$ cat config.mk
export PLATFORM = sky130hd
export DESIGN_NAME = count_seg7_display
export DESIGN_NICKNAME = d
export VERILOG_FILES = /design/src/rtl/count_seg7_display.sv
export SDC_FILE = /design/constraint.sdc
export NUM_CORES = 1
export LEC_CHECK = 0
export ABC_AREA = 0
export CORE_MARGIN = 4
export CORE_UTILIZATION = 56
export DETAILED_ROUTE_END_ITERATION = 6
export GPL_TIMING_DRIVEN = 0
export PLACE_DENSITY = 0.84
export SLEW_MARGIN = 10
export SYNTH_ARGS = -nofsm -noshare
export SYNTH_HDL_FRONTEND = slang
export SYNTH_SLANG_ARGS = --single-unit
export TNS_END_PERCENT = 100
$ cat constraint.sdc
create_clock -name clk -period 5.5 [get_ports clk]
set_input_delay 0.55 -clock clk [delete_from_list [all_inputs] [get_ports clk]]
set_output_delay 0.55 -clock clk [all_outputs]
set_load 0.02 [all_outputs]
$ cat src/rtl/count_seg7_display.sv
// Two-digit multiplexed 7-segment driver for a 4-bit counter, with 15->0 wrap detection and a saturating wrap counter.
// Optional build macro LEADING_ZERO_BLANK_EN blanks the tens digit when it is zero.
module count_seg7_display #(
  parameter int unsigned SCAN_DIV = 4
) (
  input  logic       clk,
  input  logic       rst,
  input  logic [3:0] count,
  output logic [6:0] seg,
  output logic [1:0] an,
  output logic       wrap,
  output logic [7:0] wrap_cnt
);

  typedef enum logic {S_UNITS, S_TENS} state_t;

  localparam logic [7:0] DIV_LAST = 8'(SCAN_DIV - 1);

  state_t     state_q, state_d;
  logic [7:0] div_q, div_d;
  logic [3:0] count_q, count_prev_q;
  logic [7:0] wrap_cnt_q, wrap_cnt_d;
  logic       tens;
  logic [3:0] units;

  function automatic logic [6:0] seg7_encode(input logic [3:0] digit);
    logic [6:0] s;
    case (digit)
      4'd0:    s = 7'h3F;
      4'd1:    s = 7'h06;
      4'd2:    s = 7'h5B;
      4'd3:    s = 7'h4F;
      4'd4:    s = 7'h66;
      4'd5:    s = 7'h6D;
      4'd6:    s = 7'h7D;
      4'd7:    s = 7'h07;
      4'd8:    s = 7'h7F;
      4'd9:    s = 7'h6F;
      default: s = 7'h00;
    endcase
    return s;
  endfunction

  always_ff @(posedge clk or negedge rst) begin
    if (!rst) begin
      state_q      <= S_UNITS;
      div_q        <= 8'd0;
      count_q      <= 4'd0;
      count_prev_q <= 4'd0;
      wrap_cnt_q   <= 8'd0;
    end else begin
      state_q      <= state_d;
      div_q        <= div_d;
      count_q      <= count;
      count_prev_q <= count_q;
      wrap_cnt_q   <= wrap_cnt_d;
    end
  end

  // Scan divider runs freely; digit changes never restart it.
  always_comb begin
    state_d = state_q;
    div_d   = div_q + 8'd1;
    if (div_q == DIV_LAST) begin
      div_d   = 8'd0;
      state_d = (state_q == S_UNITS) ? S_TENS : S_UNITS;
    end
  end

  assign tens  = (count_q >= 4'd10);
  assign units = tens ? (count_q - 4'd10) : count_q;

  always_comb begin
    an  = 2'b01;
    seg = seg7_encode(units);
    if (state_q == S_TENS) begin
      an = 2'b10;
`ifdef LEADING_ZERO_BLANK_EN
      seg = tens ? seg7_encode(4'd1) : 7'h00;
`else
      seg = seg7_encode({3'b000, tens});
`endif
    end
  end

  // count_prev_q resets to 0, so no false wrap right after reset release.
  assign wrap = (count_prev_q == 4'hF) && (count_q == 4'h0);

  always_comb begin
    wrap_cnt_d = wrap_cnt_q;
    if (wrap && (wrap_cnt_q != 8'hFF)) begin
      wrap_cnt_d = wrap_cnt_q + 8'd1;
    end
  end

  assign wrap_cnt = wrap_cnt_q;

endmodule

* Word level (Yosys, flattened, before mapping)
Memories as Yosys holds them, arrays and structs flattened.
Cells that the tools add are included.
** Cells by class
- Eq/ne operators :: 3
- Bitwise logic cells :: 1
- Divide/modulo/power cells :: 0
- Shift operators :: 0
- Magnitude comparators :: 1
- Mux-type cells :: 6
- $add $sub $neg :: 3
- Reduce and logical (&&, ||, !) cells :: 3
- Multipliers :: 0
** Operators by type and width (count)
- $add 8x1->8 const B :: 2
- $pmux 7 s2 :: 1
- $eq 8x2->1 const B :: 1
- $mux 8 :: 1
- $ne 8x8->1 const B :: 1
- $mux 7 :: 1
- $eq 4x4->1 const B :: 1
- $ge 4x4->1 const B :: 1
- $logic_not 4->1 :: 1
- $mux 4 :: 1
- $sub 4x4->4 const B :: 1
- $logic_and 1x1->1 :: 2
- $mux 2 :: 1
- $mux 1 :: 1
- $not 1->1 :: 1
** Storage, ports and cells
- Register bits :: 25
- RAM bits :: 0
- Memories :: 1
- Latch bits :: 0
- Bits in read-only memories :: 112
** Memories
- (no name shown) :: depth 16, width 7, rd ports 1, clocked after Yosys merged registers in 0, write ports 0, RTL line 28 : case (digit)

* Longest topological paths before layout
- Depth after elaboration :: 4
- Gate-level depth with buffers :: 9

* Worst setup path before layout
OpenSTA, ideal clock, no wires.
- Path type :: register -> output
- Start :: register count_q[3]
- End :: output port seg[1]
- Buffers on the path :: 2
- Stages on the path, launching flop included :: 9
- Data required time :: 4.950 ns
- Data arrival time :: 2.002 ns
- Path slack :: 2.948 ns
- Cell sequence :: dfrtp_1 > buf_4 > clkbuf_1 > o21ai_0 > ha_1 > nand2b_1 > a32oi_1 > nor2_1 > o21ai_0
** On the way
- Cells in the longest elaborated chain, start to end :: 4
- Elaborated cells between the ends (all ways) :: 5
- Those cells by class :: add/sub (1); order compare (1); mux (2); memory (1)
** Ends and longest elaborated chain
- from (decl) :: RTL line 21 : logic [3:0] count_q, count_prev_q;
- from (signal assigned) :: RTL line 54 : count_q <= count;
- $sub 4x4->4 or $ge 4x4->1 (tied branches) :: RTL line 71, 70
- $mux 4 (*) :: RTL line 71 : assign units = tens ? (count_q - 4'd10) : count_q;
- $mem_v2 16x7 (*)
- $mux 7 (*) :: RTL line 76 : if (state_q == S_TENS) begin
- to (decl) :: RTL line 9 : output logic [6:0] seg,
Mark *: on every way between the ends. The rest lies on a longest branch, timed or not.

* Final worst setup path
- Start :: register count_q[3]
- End :: output port seg[6]
The elaborated chain is that of the path after synthesis.

==> impl_summary.md <==
Timing
The number of failing setup endpoints in the final timing report is 0. The final hold slack is 0.401 ns. Setup repair after global routing left no endpoint under its margin. The final critical-path setup slack is 1.89 ns. The actual transition at the worst max-transition pin is between 1 and 1.5 ns. After layout, the minimum clock period comes to 3.61 ns. The part of the cycle the worst path needs is 0.656. The highest attainable clock frequency is 277 MHz. Headroom to the max-slew limit came out at 0.291. The count of final max-slew check failures is 0.

The post-route setup TNS is 0 ns. On the final layout, the worst clock skew is 0.0141 ns. The final hold violation count came to 0.

Worst setup path
The worst-path maximum fanout is 10. The worst register-to-register path begins at count_q[2]$_DFF_PN0_. The endpoint identified for the worst register-to-register timing path is wrap_cnt[1]$_DFFE_PN0P_. STA classifies the critical path endpoint as an output pin. The class of the most critical setup path is flop to output pin.

Measured in cells, the most critical reg-to-reg path has a length of 4. STA classifies the critical path startpoint as a flop. The arrival time at the worst endpoint is 3.06 ns. Data on the critical path is required at its endpoint by 4.95 ns.

Setup slack on the worst reg-to-reg path comes out at approximately 3.6 ns.

Global route
The initial antenna violation count is 0. The first global-routing pass estimated 5130 um of wire. For this run, the total global-route usage over all layers was measured as 0.196.

The via count of the first global-routing pass was 1093. The pin count of the biggest net entering global routing is 26. Summed over all layers, the global routing overflow is 0.

Power
The share of total power dissipated in combinational logic is 0.205. The clock share of power is 0.243. In this run the static leakage power is 0.731 nW. Of the total power, registers draw 0.552. The internal portion of total power is 0.000250 W. Power spread over the standard cell area amounts to 207 nW/um^2.

Of the total power, the share spent switching nets is 0.282. IR analysis of the VDD net gives a maximum drop of approximately 0.21 mV. The switching power total is 0.0000981 W.

Synthesis
The library cell occupying the most area in the post-synthesis netlist is sky130_fd_sc_hd__dfrtp_1. The top flip-flop cell by instance count after synthesis is sky130_fd_sc_hd__dfrtp_1. The most frequent cell after synthesis is sky130_fd_sc_hd__dfrtp_1. By area the synthesized netlist is led by sky130_fd_sc_hd__dfrtp_1 (45%), sky130_fd_sc_hd__xnor2_1 (8.9%), sky130_fd_sc_hd__ha_1 (5.4%), sky130_fd_sc_hd__nand3_1 (3.3%), sky130_fd_sc_hd__and3_1 (2.7%). Ranked by instance count, the synthesized netlist is headed by sky130_fd_sc_hd__dfrtp_1 (25), sky130_fd_sc_hd__xnor2_1 (14), sky130_fd_sc_hd__nand3_1 (9). Of the synthesized area, sequential elements account for 0.453. A synthesized cell averages 10.0 um^2. The number of flip-flops and latches in the synthesized netlist is 25.

The netlist uses 38 different library cells. Summing every instance area after synthesis gives about 1400 um^2. During synthesis, Yosys emitted a total of 0 warnings.

The area share of the largest cell type after synthesis is 0.453. The number of instances in the synthesized netlist is between 100 and 150. The synthesized design contains 0 enable-type register cells. Synthesis produced a netlist with a net count of 150. After synthesis, the share of flip-flops with an asynchronous set or reset is 1.00.

Cells and area
The non-filler instance count after layout is roughly 190. After the last flow step, the layout net total stands at 178. The growth of design area from synthesis to finish is 21.5%. In the final layout, the share of cells above drive strength 1 is 0.0848. After routing the design area is ~1700 um^2. The number of antenna diodes in the final layout is 0.

Floorplanning
The x dimension of the die is 57.7 um. The die is ~58 um tall. The starting utilization of the core area is 0.607. The area of the core is 2280 um^2. The total I/O pin count is 24. The floorplan row count is 17. The floorplan die area is 3330 um^2.

Min path
The worst hold path passes through 0 cells. The worst hold path begins at count_q[3]$_DFF_PN0_. The type of the most critical hold path is flop to flop. The path with the worst hold slack has its endpoint at count_prev_q[3]$_DFF_PN0_.

Placement
In this run, placement finished with an instance count of 189. The final weighted congestion of routability-driven global placement is 0.914. The wire-length estimate of the detail-placed layout is between 2000 and 2500 um.

The post-detailed-placement cell area is between 1500 and 2000 um^2. The worst setup slack before clock tree synthesis is 2.30 ns. The count of buffers inserted at the top-level ports is 23.

Drt
In the final routed layout, each cell accounts on average for about 15 um. After the first detailed-routing iteration, the DRC count stood at 40. The detailed-router iteration count before antenna repair is 4. After detailed routing, the number of vias per cell comes to roughly 6.

Detailed routing inserted a total of between 1000 and 1500 vias. The remaining routing DRC violations is 0. The count of nets left with antenna violations once routing finished came out at 0. The final layout contains routed wiring with a total length of 2890 um.

CTS
Hold repair after CTS inserted 0 buffers. The number of buffers inserted during clock tree synthesis is 3. The number of gates resized after CTS is 0. The clock tree from TritonCTS is done.

Post-CTS timing repair inserted 0 buffers for setup. The later pin in the worst-skew pair is clocked with a latency of 0.32 ns. CTS built an H-tree with a depth of 1. The worst-case clock buffer depth is 2. Clock tree synthesis found a total of 25 sinks. The clock-pin slew of the registers on the worst-case setup and hold paths is 0.15 ns. The master cell of the clock root buffer is sky130_fd_sc_hd__clkbuf_4.

Outcome
The run finished with clean final reports.

Run
Max-cap violations in this run came to 0.
cells by family after synthesis:
family / count (synthesis) / synth area share
muxes: 1 / 0.00815
buffers and inverters: 15 / 0.0516
adders and majority gates: 6 / 0.0543
xor gates and xnor gates: 17 / 0.108
and+or+nand+nor: 47 / 0.190
DFF: 25 / 0.453
AOI/OAI and AO/OA: 27 / 0.135
worst max path at each step:
stage / start / end / slack (ns)
5_1_grt: count_q[3]$_DFF_PN0_ / seg[6] / 1.62
6_report: count_q[3]$_DFF_PN0_ / seg[6] / 1.89
2_1_floorplan: count_q[3]$_DFF_PN0_ / seg[1] / 2.95
3_5_place_dp: count_q[3]$_DFF_PN0_ / seg[6] / 2.30
3_3_place_gp: count_q[3]$_DFF_PN0_ / seg[6] / 2.39
4_1_cts: count_q[3]$_DFF_PN0_ / seg[6] / 1.90
area by class of cell:
type / count / area (um^2)
plain buffers: 8 / 45.0
clock inverters: 1 / 8.76
multi-input cells: 98 / 684
inverters: 7 / 26.3
repair buffers: 23 / 230
well taps: 28 / 35.0
fillers: 182 / 598
clock buffers: 3 / 22.5
flip-flops and latches: 25 / 626
flip-flops by register name, summed over array words and instances, names as in the netlist:
signal        flops
div_q             8
wrap_cnt          8
count_prev_q      4
count_q           4
state_q           1
cell usage in the layout, fill, tap and decap left out, types with 2 or more instances in the layout:
cell,Yosys,layout
sky130_fd_sc_hd__a31o_2,2,2
sky130_fd_sc_hd__a21oi_1,7,7
sky130_fd_sc_hd__and3_1,6,6
sky130_fd_sc_hd__clkbuf_1,5,5
sky130_fd_sc_hd__nor3_1,2,2
sky130_fd_sc_hd__xnor2_1,14,14
sky130_fd_sc_hd__ha_1,6,6
sky130_fd_sc_hd__nor2_1,8,8
sky130_fd_sc_hd__nand3_1,9,9
sky130_fd_sc_hd__nor4_1,2,2
sky130_fd_sc_hd__nor2b_1,2,2
sky130_fd_sc_hd__nand4_1,4,4
sky130_fd_sc_hd__o21ai_0,7,7
sky130_fd_sc_hd__or2_2,2,2
sky130_fd_sc_hd__buf_4,2,2
sky130_fd_sc_hd__clkbuf_4,0,3
sky130_fd_sc_hd__xor2_1,3,3
sky130_fd_sc_hd__dfrtp_1,25,25
sky130_fd_sc_hd__inv_1,7,7
sky130_fd_sc_hd__clkdlybuf4s50_1,0,23
sky130_fd_sc_hd__nand2_1,5,5
sky130_fd_sc_hd__nand3b_1,2,2
per-layer routing:
metal | routed length [um] | GRT usage
met1 | 1200 | 0.269
met4 | 34 | 0.0695
met2 | 1490 | 0.316
met5 | 0 | 0
met3 | 166 | 0.0312
power by group through the flow:
stage | Sequential, W | Clock (W) | Combinational (W)
3_3_place_gp | 0.000195 | 0 | 0.0000687
2_1_floorplan | 0.000196 | 0 | 0.0000404
6_report | 0.000192 | 0.0000846 | 0.0000713
5_1_grt | 0.000193 | 0.0000960 | 0.0000789
4_1_cts | 0.000192 | 0.0000881 | 0.0000715
3_5_place_dp | 0.000195 | 0 | 0.0000713
metrics by stage:
stage | util | power (W)
floorplan | - | 0.000236
global placement | 0.723 | 0.000263
detailed placement | 0.723 | 0.000267
CTS | 0.737 | 0.000351
global route | 0.737 | 0.000368
finish | 0.737 | 0.000348
critical path, cell delays in order, from the launching register on:
cell and delay, ns:
sky130_fd_sc_hd__dfrtp_1 0.37, sky130_fd_sc_hd__buf_4 0.17, sky130_fd_sc_hd__clkbuf_1 0.35, sky130_fd_sc_hd__o21ai_0 0.31, sky130_fd_sc_hd__ha_1 0.31, sky130_fd_sc_hd__or3_1 0.34
sky130_fd_sc_hd__o21ai_0 0.08, sky130_fd_sc_hd__a221oi_1 0.10, sky130_fd_sc_hd__nor2_1 0.11, sky130_fd_sc_hd__clkdlybuf4s50_1 0.60
Note: power is estimated with default switching activity, not from simulation.
==> patch, RTL diff (same flow settings) <==
Register the input `count` before use, without a reset. The logic sees it one clock later.
--- a/src/rtl/count_seg7_display.sv
+++ b/src/rtl/count_seg7_display.sv
@@ -15,6 +15,12 @@
   typedef enum logic {S_UNITS, S_TENS} state_t;
 
   localparam logic [7:0] DIV_LAST = 8'(SCAN_DIV - 1);
+
+  logic [3:0] count_r;
+
+  always_ff @(posedge clk) begin
+    count_r <= count;
+  end
 
   state_t     state_q, state_d;
   logic [7:0] div_q, div_d;
@@ -51,7 +57,7 @@
     end else begin
       state_q      <= state_d;
       div_q        <= div_d;
-      count_q      <= count;
+      count_q      <= count_r;
       count_prev_q <= count_q;
       wrap_cnt_q   <= wrap_cnt_d;
     end
Function: changed (Yosys sat finds a counterexample within 4 cycles, from zero or initial values and one cycle with rst low).
==> patch against the unedited design <==
Setup slack lost 5.2 ps. Synthesized area increased by 5.8%. Power grew 26%. Critical endpoint unchanged. Wire length increased by 5.0%. Synthesized cell count grew 2.9%. Count of clock-buffer cells in the layout grew 4. Final area increased by 7.2%. Critical path type unchanged. Clock skew down 8.4 ps. Sequential cell count rose by 4.
==> patch: results (changes against the unedited design) <==
{
  "finish.net_count": {"value": 184, "change": "+3.4%"},
  "synth-xor-area-share": {"value": 10.2, "unit": "%", "change": "-0.59 points"},
  "leak_pwr": {"value": 0.788, "unit": "nW", "change": "+7.8%"},
  "synth_fa_ha_area_share": {"value": 5.14, "unit": "%", "change": "-0.30 points"},
  "comb_power_share": {"value": 16.2, "unit": "%", "change": "-4.3 points"},
  "detailedRoute.firstIterationViolations": {"value": 49, "change": "+23%"},
  "drt-vias-per-instance": {"value": 5.74, "change": "-2.7%"},
  "postSynthNetCount": {"value": 154, "change": "+2.7%"},
  "global_route.usage.total": {"value": 20.3, "unit": "%", "change": "+0.67 points"},
  "drive_above_1_share": {"value": 10.4, "unit": "%", "change": "+1.9 points"},
  "wl_per_cell": {"value": 14.9, "unit": "um", "change": "-0.15%"},
  "power_report.internal_total": {"value": 0.324, "unit": "mW", "change": "+30%"},
  "use_met3": {"value": 6.97, "unit": "%", "change": "+3.9 points"},
  "place_ws": {"value": 2250, "unit": "ps", "change": "-46.9 ps"},
  "synth_async_sr_flop_share": {"value": 86.2, "unit": "%", "change": "-14 points"},
  "status": {"value": "completed"},
  "utilization": {"value": 72.6, "unit": "%", "change": "-1.1 points"},
  "fraction_of_met2_tracks_used_by_global_routing": {"value": 35.0, "unit": "%", "change": "+3.4 points"},
  "htree_levels": {"value": 2, "change": "+1"},
  "fin_worst_skew": {"value": 5.77, "unit": "ps", "change": "-8.37 ps"},
  "global_route.usage.met1": {"value": 23.1, "unit": "%", "change": "-3.8 points"},
  "power_frac_clock": {"value": 33.0, "unit": "%", "change": "+8.7 points"},
  "place_area": {"value": 0.00173, "unit": "mm2", "change": "+5.0%"},
  "dp.final_hpwl": {"value": 2.32, "unit": "mm", "change": "+3.7%"},
  "routabilityCongestion": {"value": 0.928, "change": "+1.5%"},
  "n_fill_cell": {"value": 194, "change": "+6.6%"},
  "share_of_the_synthesized_area_in_compound_gates_ao_oa_aoi_oai": {"value": 12.8, "unit": "%", "change": "-0.74 points"},
  "finalWorstSetupSlack": {"value": 1890, "unit": "ps", "change": "-5.24 ps"},
  "first_global_vias": {"value": 1175, "change": "+7.5%"},
  "synth.avg_cell_area": {"value": 10.3, "unit": "um2", "change": "+2.8%"}
}
[patch: cell types whose count changed after synthesis, sizes merged]
cell   before  now
dfxtp       0    4
[patch: final cells by class]
class / instances / share of cell area [%]
Timing Repair Buffer: 23 / 12.8
Multi-Input combinational cell: 98 / 38.0
Tap cell: 30 / 2.09
Buffer: 8 / 2.50
Clock inverter: 1 / 0.278
Inverter: 7 / 1.46
Sequential cell: 29 / 39.2
Clock buffer: 7 / 3.62
[patch: worst min-delay path by stage]
stage	startpoint	to	slack (ps)	cells past startpoint
2_1_floorplan	rst	count_prev_q[0]$_DFF_PN0_	250	0
6_report	count_r[2]$_DFF_P_	count_q[2]$_DFF_PN0_	330	0
3_5_place_dp	count_r[2]$_DFF_P_	count_q[2]$_DFF_PN0_	320	0
3_3_place_gp	count_r[0]$_DFF_P_	count_q[0]$_DFF_PN0_	320	0
4_1_cts	count_r[2]$_DFF_P_	count_q[2]$_DFF_PN0_	330	0
5_1_grt	count_r[0]$_DFF_P_	count_q[0]$_DFF_PN0_	340	0
